File: src/rtl/scpad_req_arbiter.sv
// scpad_req_arbiter: FE/BE scratchpad request arbiter with starvation guard, outstanding-request order FIFO and response routing
// Ports: clk, rst (async, active-high)
//   fe_req_valid/fe_req/fe_req_ready, be_req_valid/be_req/be_req_ready : requester handshakes
//   sel_req/sel_req_ready : registered request to datapath
//   sel_res : datapath response; fe_res/be_res : routed registered responses
//   order_err : sticky response-ordering error
package scpad_pkg;
  localparam int DW = 32;
  localparam int XW = 4;
  typedef enum logic {SRC_FE = 1'b0, SRC_BE = 1'b1} src_e;
  typedef struct packed {
    logic          write;
    logic [XW-1:0] xbar;
    logic [DW-1:0] wdata;
  } req_t;
  typedef struct packed {
    logic          valid;
    logic          write;
    logic [XW-1:0] xbar;
    logic [DW-1:0] wdata;
    src_e          src;
  } sel_req_t;
  typedef struct packed {
    logic          valid;
    logic          write;
    src_e          src;
    logic [DW-1:0] rdata;
  } sel_res_t;
  typedef struct packed {
    logic          valid;
    logic          write;
    logic [DW-1:0] rdata;
  } res_t;
endpackage

module scpad_req_arbiter
  import scpad_pkg::*;
#(
  parameter int STARVE_LIMIT    = 4,
  parameter int OUTSTANDING_MAX = 8
) (
  input  logic     clk,
  input  logic     rst,
  input  logic     fe_req_valid,
  input  req_t     fe_req,
  output logic     fe_req_ready,
  input  logic     be_req_valid,
  input  req_t     be_req,
  output logic     be_req_ready,
  output sel_req_t sel_req,
  input  logic     sel_req_ready,
  input  sel_res_t sel_res,
  output res_t     fe_res,
  output res_t     be_res,
  output logic     order_err
);
  localparam int PW = OUTSTANDING_MAX > 1 ? $clog2(OUTSTANDING_MAX) : 1;
  localparam int CW = $clog2(OUTSTANDING_MAX + 1);
  localparam int SW = $clog2(STARVE_LIMIT + 1);
  logic [SW-1:0] r_starve;
  src_e          r_fifo [OUTSTANDING_MAX];
  logic [PW-1:0] r_wp, r_rp;
  logic [CW-1:0] r_cnt;
  logic [CW:0]   w_total;
  logic          w_pop, w_issue, w_free, w_starved, w_fe_win, w_load, w_mis;
  req_t          w_win;
  sel_req_t      w_sel_nxt;
  res_t          w_fe_nxt, w_be_nxt;
  function automatic logic [PW-1:0] nxt(input logic [PW-1:0] p);
    return (p == PW'(OUTSTANDING_MAX - 1)) ? '0 : p + 1'b1;
  endfunction
  assign w_total   = {1'b0, r_cnt} + (CW+1)'(sel_req.valid);
  assign w_pop     = sel_res.valid & (r_cnt != '0);
  assign w_issue   = sel_req.valid & sel_req_ready;
  // A same-cycle response pop frees a slot, so it can admit a load even at the limit
  assign w_free    = (!sel_req.valid | sel_req_ready) &
                     ((w_total < (CW+1)'(OUTSTANDING_MAX)) | w_pop);
  assign w_starved = r_starve == SW'(STARVE_LIMIT);
  assign w_fe_win  = fe_req_valid & (!be_req_valid | w_starved);
  assign w_load    = w_free & (fe_req_valid | be_req_valid) & !rst;
  assign fe_req_ready = w_load & w_fe_win;
  assign be_req_ready = w_load & !w_fe_win;
  assign w_mis     = sel_res.valid & ((r_cnt == '0) | (sel_res.src != r_fifo[r_rp]));
  always_comb begin
    w_win     = w_fe_win ? fe_req : be_req;
    w_sel_nxt = w_load ? '{1'b1, w_win.write, w_win.xbar, w_win.wdata, w_fe_win ? SRC_FE : SRC_BE}
              : sel_req_ready ? '0 : sel_req;
    w_fe_nxt  = (sel_res.valid && sel_res.src == SRC_FE) ? '{1'b1, sel_res.write, sel_res.rdata} : '0;
    w_be_nxt  = (sel_res.valid && sel_res.src == SRC_BE) ? '{1'b1, sel_res.write, sel_res.rdata} : '0;
  end
  always_ff @(posedge clk or posedge rst) begin
    if (rst) begin
      sel_req   <= '0;
      fe_res    <= '0;
      be_res    <= '0;
      order_err <= 1'b0;
      r_starve  <= '0;
      r_wp      <= '0;
      r_rp      <= '0;
      r_cnt     <= '0;
    end else begin
      sel_req   <= w_sel_nxt;
      fe_res    <= w_fe_nxt;
      be_res    <= w_be_nxt;
      order_err <= order_err | w_mis;
      if (be_req_ready && fe_req_valid) r_starve <= w_starved ? r_starve : r_starve + 1'b1;
      else if (fe_req_ready || !fe_req_valid) r_starve <= '0;
      if (w_issue) r_wp <= nxt(r_wp);
      if (w_pop) r_rp <= nxt(r_rp);
      r_cnt <= r_cnt + CW'(w_issue) - CW'(w_pop);
    end
  end
  always_ff @(posedge clk) begin
    if (w_issue) r_fifo[r_wp] <= sel_req.src;
  end
endmodule

File: config.mk
export PLATFORM = sky130hd
export DESIGN_NAME = scpad_req_arbiter
export DESIGN_NICKNAME = d
export VERILOG_FILES = /design/src/rtl/scpad_req_arbiter.sv
export SDC_FILE = /design/constraint.sdc
export NUM_CORES = 1
export LEC_CHECK = 0
export BUFFER_PORTS_ARGS = -buffer_cell sky130_fd_sc_hd__buf_4
export CAP_MARGIN = 20
export CELL_PAD_IN_SITES_DETAIL_PLACEMENT = 0
export CELL_PAD_IN_SITES_GLOBAL_PLACEMENT = 1
export CORE_AREA = 4 4 141 143
export DETAILED_ROUTE_END_ITERATION = 8
export DIE_AREA = 0 0 145 147
export HOLD_SLACK_MARGIN = 0.08
export PLACE_DENSITY_LB_ADDON = 0.1
export SKIP_LAST_GASP = 1
export SYNTH_ARGS = -nofsm -noshare
export SYNTH_HDL_FRONTEND = slang
export SYNTH_SLANG_ARGS = --single-unit
File: constraint.sdc
create_clock -name clk -period 9.9 [get_ports clk]
set_input_delay 0.495 -clock clk [delete_from_list [all_inputs] [get_ports clk]]
set_output_delay 0.495 -clock clk [all_outputs]
set_load 0.01 [all_outputs]
==> reports/metrics.cfg, run 1 <==
[timing]
setup_viol = 0
rsz0062_at_grt = false
finalHoldViolCount = 0
clock_skew_ps = 10.7
slew-limit-headroom_pct = 41.7
fin_crit_sh_pct = 31.2
fmax_mhz = 324
slew_viol_final = 0
min_period_ps = 3080
worst_pin_slew_ps = 875
timing.setup.tns_ps = 0

[worst_setup_path]
crit_required_ps = 9410
reg2reg_from = r_cnt[3]
crit_fanout = 44
cp-startpoint = r_cnt[1]
cp-end-kind = primary output
critPathKind = reg2out
start_kind = register
cp.arrival_ps = 2590

[route]
viasPerCell = 4.40
ant_nets = 0
wirelength_um = 14500
first_pass_iters = 4
avgRoutedWirePerCell_um = 16.2
route.detailed.drc = 0
vias = 3948
dr.first_iter.drc_count = 159

[job]
maxCapViolations = 0

[die]
core_um2 = 18600
dieArea_um2 = 21300
die_w_um = 145
start_util_pct = 29.8
rows = 50
die_y_um = 147
boundaryPins = 224

[global_routing]
grt_overflow_total = 0
grt_pass1_vias = 4146
antenna_found_initial = 0
gr-usage-all-layers_pct = 13.6
grt_max_degree = 71
grt_pass1_wl_um = 22800

[final_layout]
post_layout_nonfiller_instances = 897
layout.nets = 778
area_growth_pct = 43.8
final_area_um2 = 7960
diodes = 0
drive_above_1_share_pct = 41.0

[pwr]
internal_power_uw = 1210
power.switching_uw = 491
clock_power_share_pct = 36.0
p_per_area_nw_per_um2 = 213
leakage_uw = 0.00421
total_power_uw = 1700
seq_power_share_pct = 40.0
switching_share_pct = 28.9
vdd_drop_max_v = 0.000125
pwr-share-comb_pct = 24.0

[place]
hpwl_um = 10700
placed_cell_area_um2 = 7380
place_congestion = 0.729
placedCellCount = 865
port_buffers = 223

[synthesis]
yosysTopAreaCellShare_pct = 54.7
ys.flop_type = dfrtp_1
synth_common_cells = dfrtp_1, mux2i_1, nand2b_1
yosysWarningCount = 0
synthesis.instances = 429
netlist_area_um2 = 5530
ys_top_cells_by_area = dfrtp_1, mux2i_1, nand2b_1, edfxtp_1, and2_1
avgSynthCellArea_um2 = 12.9
ys_seq_elements = 129
yosysMostFrequentCell = dfrtp_1
yosysTopAreaCell = dfrtp_1
synth_fp_nets = 557
synth-edff-count = 8
ys_seq_area_share_pct = 59.1
async_flop_share_pct = 93.8
synthDistinctLibCells = 40

[clocking]
post-cts-setup-buffer-count = 0
cts_resized = 0
clockRootBuffer = clkbuf_16
cts_buffer_depth = 2
cts-buffers-inserted = 17
insertion_delay_ps = 410
cts_hold_buf = 0
cts_tree = done
cts_max_level = 4
cts.sinks = 129
clkTransAtPathRegs_ps = 60

[min_path]
worst_hold_path_type = in2async

[outcome]
status = finished, final reports clean

==> layout by cell type (no fill, tap or decap), types with 4 or more instances in the layout <==
master     instances
dfrtp_1          121
clkinv_2           4
nor2_1             8
nand2_1            8
clkbuf_16         17
nand2b_1          43
and2_1            37
inv_1             11
mux2i_1           77
buf_4            226
edfxtp_1           8
and3_1            33
nor3_1             6
ha_1              13
==> final cells by class <==
cell class | instances | area [um2]
multi-input cells | 263 | 2060
fillers | 1807 | 10600
clock inverters | 13 | 134
inverters | 12 | 47.5
clock buffers | 19 | 443
repair buffers | 227 | 1710
well taps | 234 | 293
flip-flops and latches | 129 | 3270
==> path summary, 6_finish.rpt <==
check                      cells past startpoint           end  slack, ps
min                                            2   r_starve[2]        200
min reg2reg                                    2       r_wp[0]        540
min in group clk                               2    fe_res[15]        310
max in group asynchronous                      3    be_res[22]       8390
max reg2reg                                   11      r_cnt[2]       7500
max                                            7  fe_req_ready       6820
==> layer usage <==
layer | part of all wire, % | up-vias | track usage, %
met4 | 1.2 | 0 | 4.13
met1 | 41 | 1909 | 16.4
met5 | 0 | - | 0
li1 | - | 1897 | -
met2 | 51 | 131 | 22.9
met3 | 6.9 | 11 | 5.03
==> cell families after synthesis <==
group | synth area share [%]
adders and majority gates | 3.30
xor gates and xnor gates | 0.317
DFF | 59.1
muxes | 15.4
buffers and inverters | 3.82
AOI/OAI and AO/OA | 1.85
and+or+nand+nor | 16.3
==> stage by stage <==
stage               setup WS, ps  hold slack [ps]  util, %
floorplan                   6190              491        -
global placement            7150              527     39.6
detailed placement          7140              530     39.7
CTS                         6760              212     42.8
global route                6630              252     42.8
finish                      6820              197     42.8
==> power groups by stage <==
| stage | Combinational [uW] | Sequential, uW | Clock, uW |
|---|---|---|---|
| global route | 453 | 692 | 650 |
| finish | 408 | 678 | 610 |
| floorplan | 225 | 701 | 0 |
| detailed placement | 416 | 688 | 0 |
| global placement | 407 | 685 | 0 |
| CTS | 417 | 680 | 629 |
==> registers in the layout, indices dropped and copies added (netlist names) <==
register and cells:
be_res 34, fe_res 34, order_err 1, r_cnt 4, r_fifo 8, r_rp 3, r_starve 3, r_wp 3
sel_req 39
==> worst max-delay path: stages, from the launching register on <==
cell	delay, ps
dfrtp_1	520
ha_1	260
nand4_1	110
o22ai_1	190
o31a_2	170
buf_4	580
nor2b_1	210
buf_4	130
Note: power is estimated with default switching activity, not from simulation.
==> inputs of run 2 (changes only) <==
==> constraint.sdc (replaced) <==
create_clock -name clk -period 2.5 [get_ports clk]
set_input_delay 0.125 -clock clk [delete_from_list [all_inputs] [get_ports clk]]
set_output_delay 0.125 -clock clk [all_outputs]
set_load 0.01 [all_outputs]
==> reports/metrics.cfg, run 2 (same netlist as run 1, synthesis figures left out) <==
[worst_setup_path]
critPathKind = reg2reg
cp_slowest_cell = dlygate4sd3_1
max_stage_delay_ps = 580  ; about the same
path_common_cell = mux2i_1
crit_required_ps = 2790  ; -6620 ps
start_kind = register
cp_cell_sequence = inv_1 > ha_1 > a21bo_2 > nand2_2 > buf_12 > mux2i_1 > dlygate4sd3_1 > mux2i_1
crit_fanout = 19  ; -57%
cp.arrival_ps = 2640  ; +50 ps
cp-end-kind = register

[final_layout]
nFillCells = 1697  ; -6.1%
diodes = 0  ; unchanged
largest_reg_flops = 39  ; unchanged
reg_top3 = sel_req: 39 flops, be_res: 34 flops, fe_res: 34 flops
area_growth_pct = 65.4
drive_above_1_share_pct = 35.9  ; -5.2 points
registers.top_by_ff_count = sel_req
final_common_cell = buf_4
layout.nets = 890  ; +14%
final_util_pct = 49.2  ; +6.4 points
final_cell_mix = buf_4, dfrtp_1, dlygate4sd3_1, mux2i_1, nand2b_1

[pwr]
vdd_drop_max_v = 0.000506  ; +310%
leakage_uw = 0.00471  ; +12%
total_power_uw = 7010  ; +310%
p_per_area_nw_per_um2 = 767  ; +260%

[route]
ant_nets = 0  ; unchanged
viasPerCell = 4.37  ; -0.63%
met1_length_um = 6720  ; +12%
met3_length_um = 871  ; -14%
avgRoutedWirePerCell_um = 15.6  ; -3.8%
dr.first_iter.drc_count = 123  ; -23%
highest_layer = met4
wl_met2_um = 7850  ; +7.0%
wirelength_um = 15700  ; +8.2%
vias = 4413  ; +12%
first_pass_iters = 4  ; unchanged
route.detailed.drc = 0  ; unchanged

[min_path]
worst_hold_path_type = in2reg

[die]
core_um2 = 18600  ; unchanged
dieArea_um2 = 21300  ; unchanged
die_y_um = 147  ; unchanged
die_w_um = 145  ; unchanged
boundaryPins = 224  ; unchanged
rows = 50  ; unchanged
start_util_pct = 29.8  ; unchanged

[job]
maxCapViolations = 0  ; unchanged

[clocking]
cts-buffers-inserted = 17  ; unchanged
post-cts-setup-buffer-count = 0  ; unchanged
cts_max_level = 4  ; unchanged
clkTransAtPathRegs_ps = 60  ; about the same
clockRootBuffer = clkbuf_16
cts_buffer_depth = 2  ; unchanged
insertion_delay_ps = 410  ; about the same
cts_tree = done
cts.sinks = 129  ; unchanged

[outcome]
status = finished, final reports clean

[place]
port_buffers = 223  ; unchanged
hpwl_um = 10800  ; +0.60%
place_congestion = 0.724  ; -0.75%

[global_routing]
gr-usage-all-layers_pct = 14.8  ; +1.2 points
grt_max_degree = 69  ; -2.8%
grt_overflow_total = 0  ; unchanged
grt_pass1_wl_um = 25400  ; +11%
grt_pass1_vias = 4848  ; +17%
antenna_found_initial = 0  ; unchanged

[timing]
slew-limit-headroom_pct = 42.4  ; +0.74 points
fin_crit_sh_pct = 94.0
worst_pin_slew_ps = 863  ; -11.1 ps
setup_viol = 0  ; unchanged
slew_viol_final = 0  ; unchanged
fmax_mhz = 425
clock_skew_ps = 9.84  ; -0.854 ps
finalHoldViolCount = 0  ; unchanged
min_period_ps = 2350
timing.setup.tns_ps = 0  ; unchanged

[run 2: cell types whose count changed in the layout (fill, tap and decap cells not counted), sizes merged]
| cell | change |
|---|---|
| dlygate4sd3 | +108 |
| clkinv | -1 |
| clkbuf | +1 |
| clkinvlp | +1 |
| buf | +3 |
[run 2: per-stage QoR]
step / hold WS (ps) / cell area, um2 / std cells / setup slack [ps]
floorplan: 254 / 5540 / 429 / 313
global placement: 340 / 7420 / 868 / 176
detailed placement: 346 / 7420 / 868 / 113
CTS: 103 / 9110 / 1008 / 4.15
global route: 111 / 9150 / 1009 / -8.65
finish: 116 / 9150 / 1009 / 150
[run 2: metal layers]
layer  track usage [%]  vias to the layer above
li1                  -                     2124
met1              18.3                     2136
met2              24.9                      134
met3              4.38                       19
met4              5.23                        0
met5                 0                        -
[run 2: layout make-up]
type                    instances  area, um2  share of cell area (%)
inverters                      12       48.8                   0.533
clock buffers                  19        464                    5.07
well taps                     234        293                    3.20
multi-input cells             263       2070                    22.6
flip-flops and latches        129       3270                    35.7
clock inverters                13        148                    1.61
repair buffers                339       2860                    31.2
[run 2: power breakdown]
| group | switching, uW | total (uW) | leakage, uW | internal, uW |
|---|---|---|---|---|
| Clock | 956 | 2530 | 0.000296 | 1570 |
| Sequential | 265 | 2690 | 0.00167 | 2430 |
| Combinational | 795 | 1790 | 0.00275 | 999 |
| Total | 2020 | 7010 | 0.00471 | 5000 |
[run 2: repair_timing]
action / CTS / global route
hold buffers: 108 / 0
setup endpoints to repair: 0 / 9
endpoints found under the hold margin: 223 / 0
resized for setup: 0 / 2
[run 2: worst max-delay path: cells and delay by family, from the launching register on]
| kind | cells | cell delay [ps] |
|---|---|---|
| buf+inv | 3 | 880 |
| mux | 2 | 310 |
| simple gates | 1 | 260 |
| compound gates | 1 | 200 |
| fa+ha+maj | 1 | 210 |
| flops | 1 | 370 |
[run 2: final timing paths]
kind	from	to	slack [ps]	depth (start not counted)
max	r_starve[0]	sel_req[20]	150	8
min	fe_req[25]	sel_req[26]	120	3
max reg2reg	r_starve[0]	sel_req[20]	150	8
min reg2reg	r_wp[0]	r_wp[0]	530	2
max in group asynchronous	rst	be_res[33]	1320	4
min in group asynchronous	rst	r_starve[1]	530	4
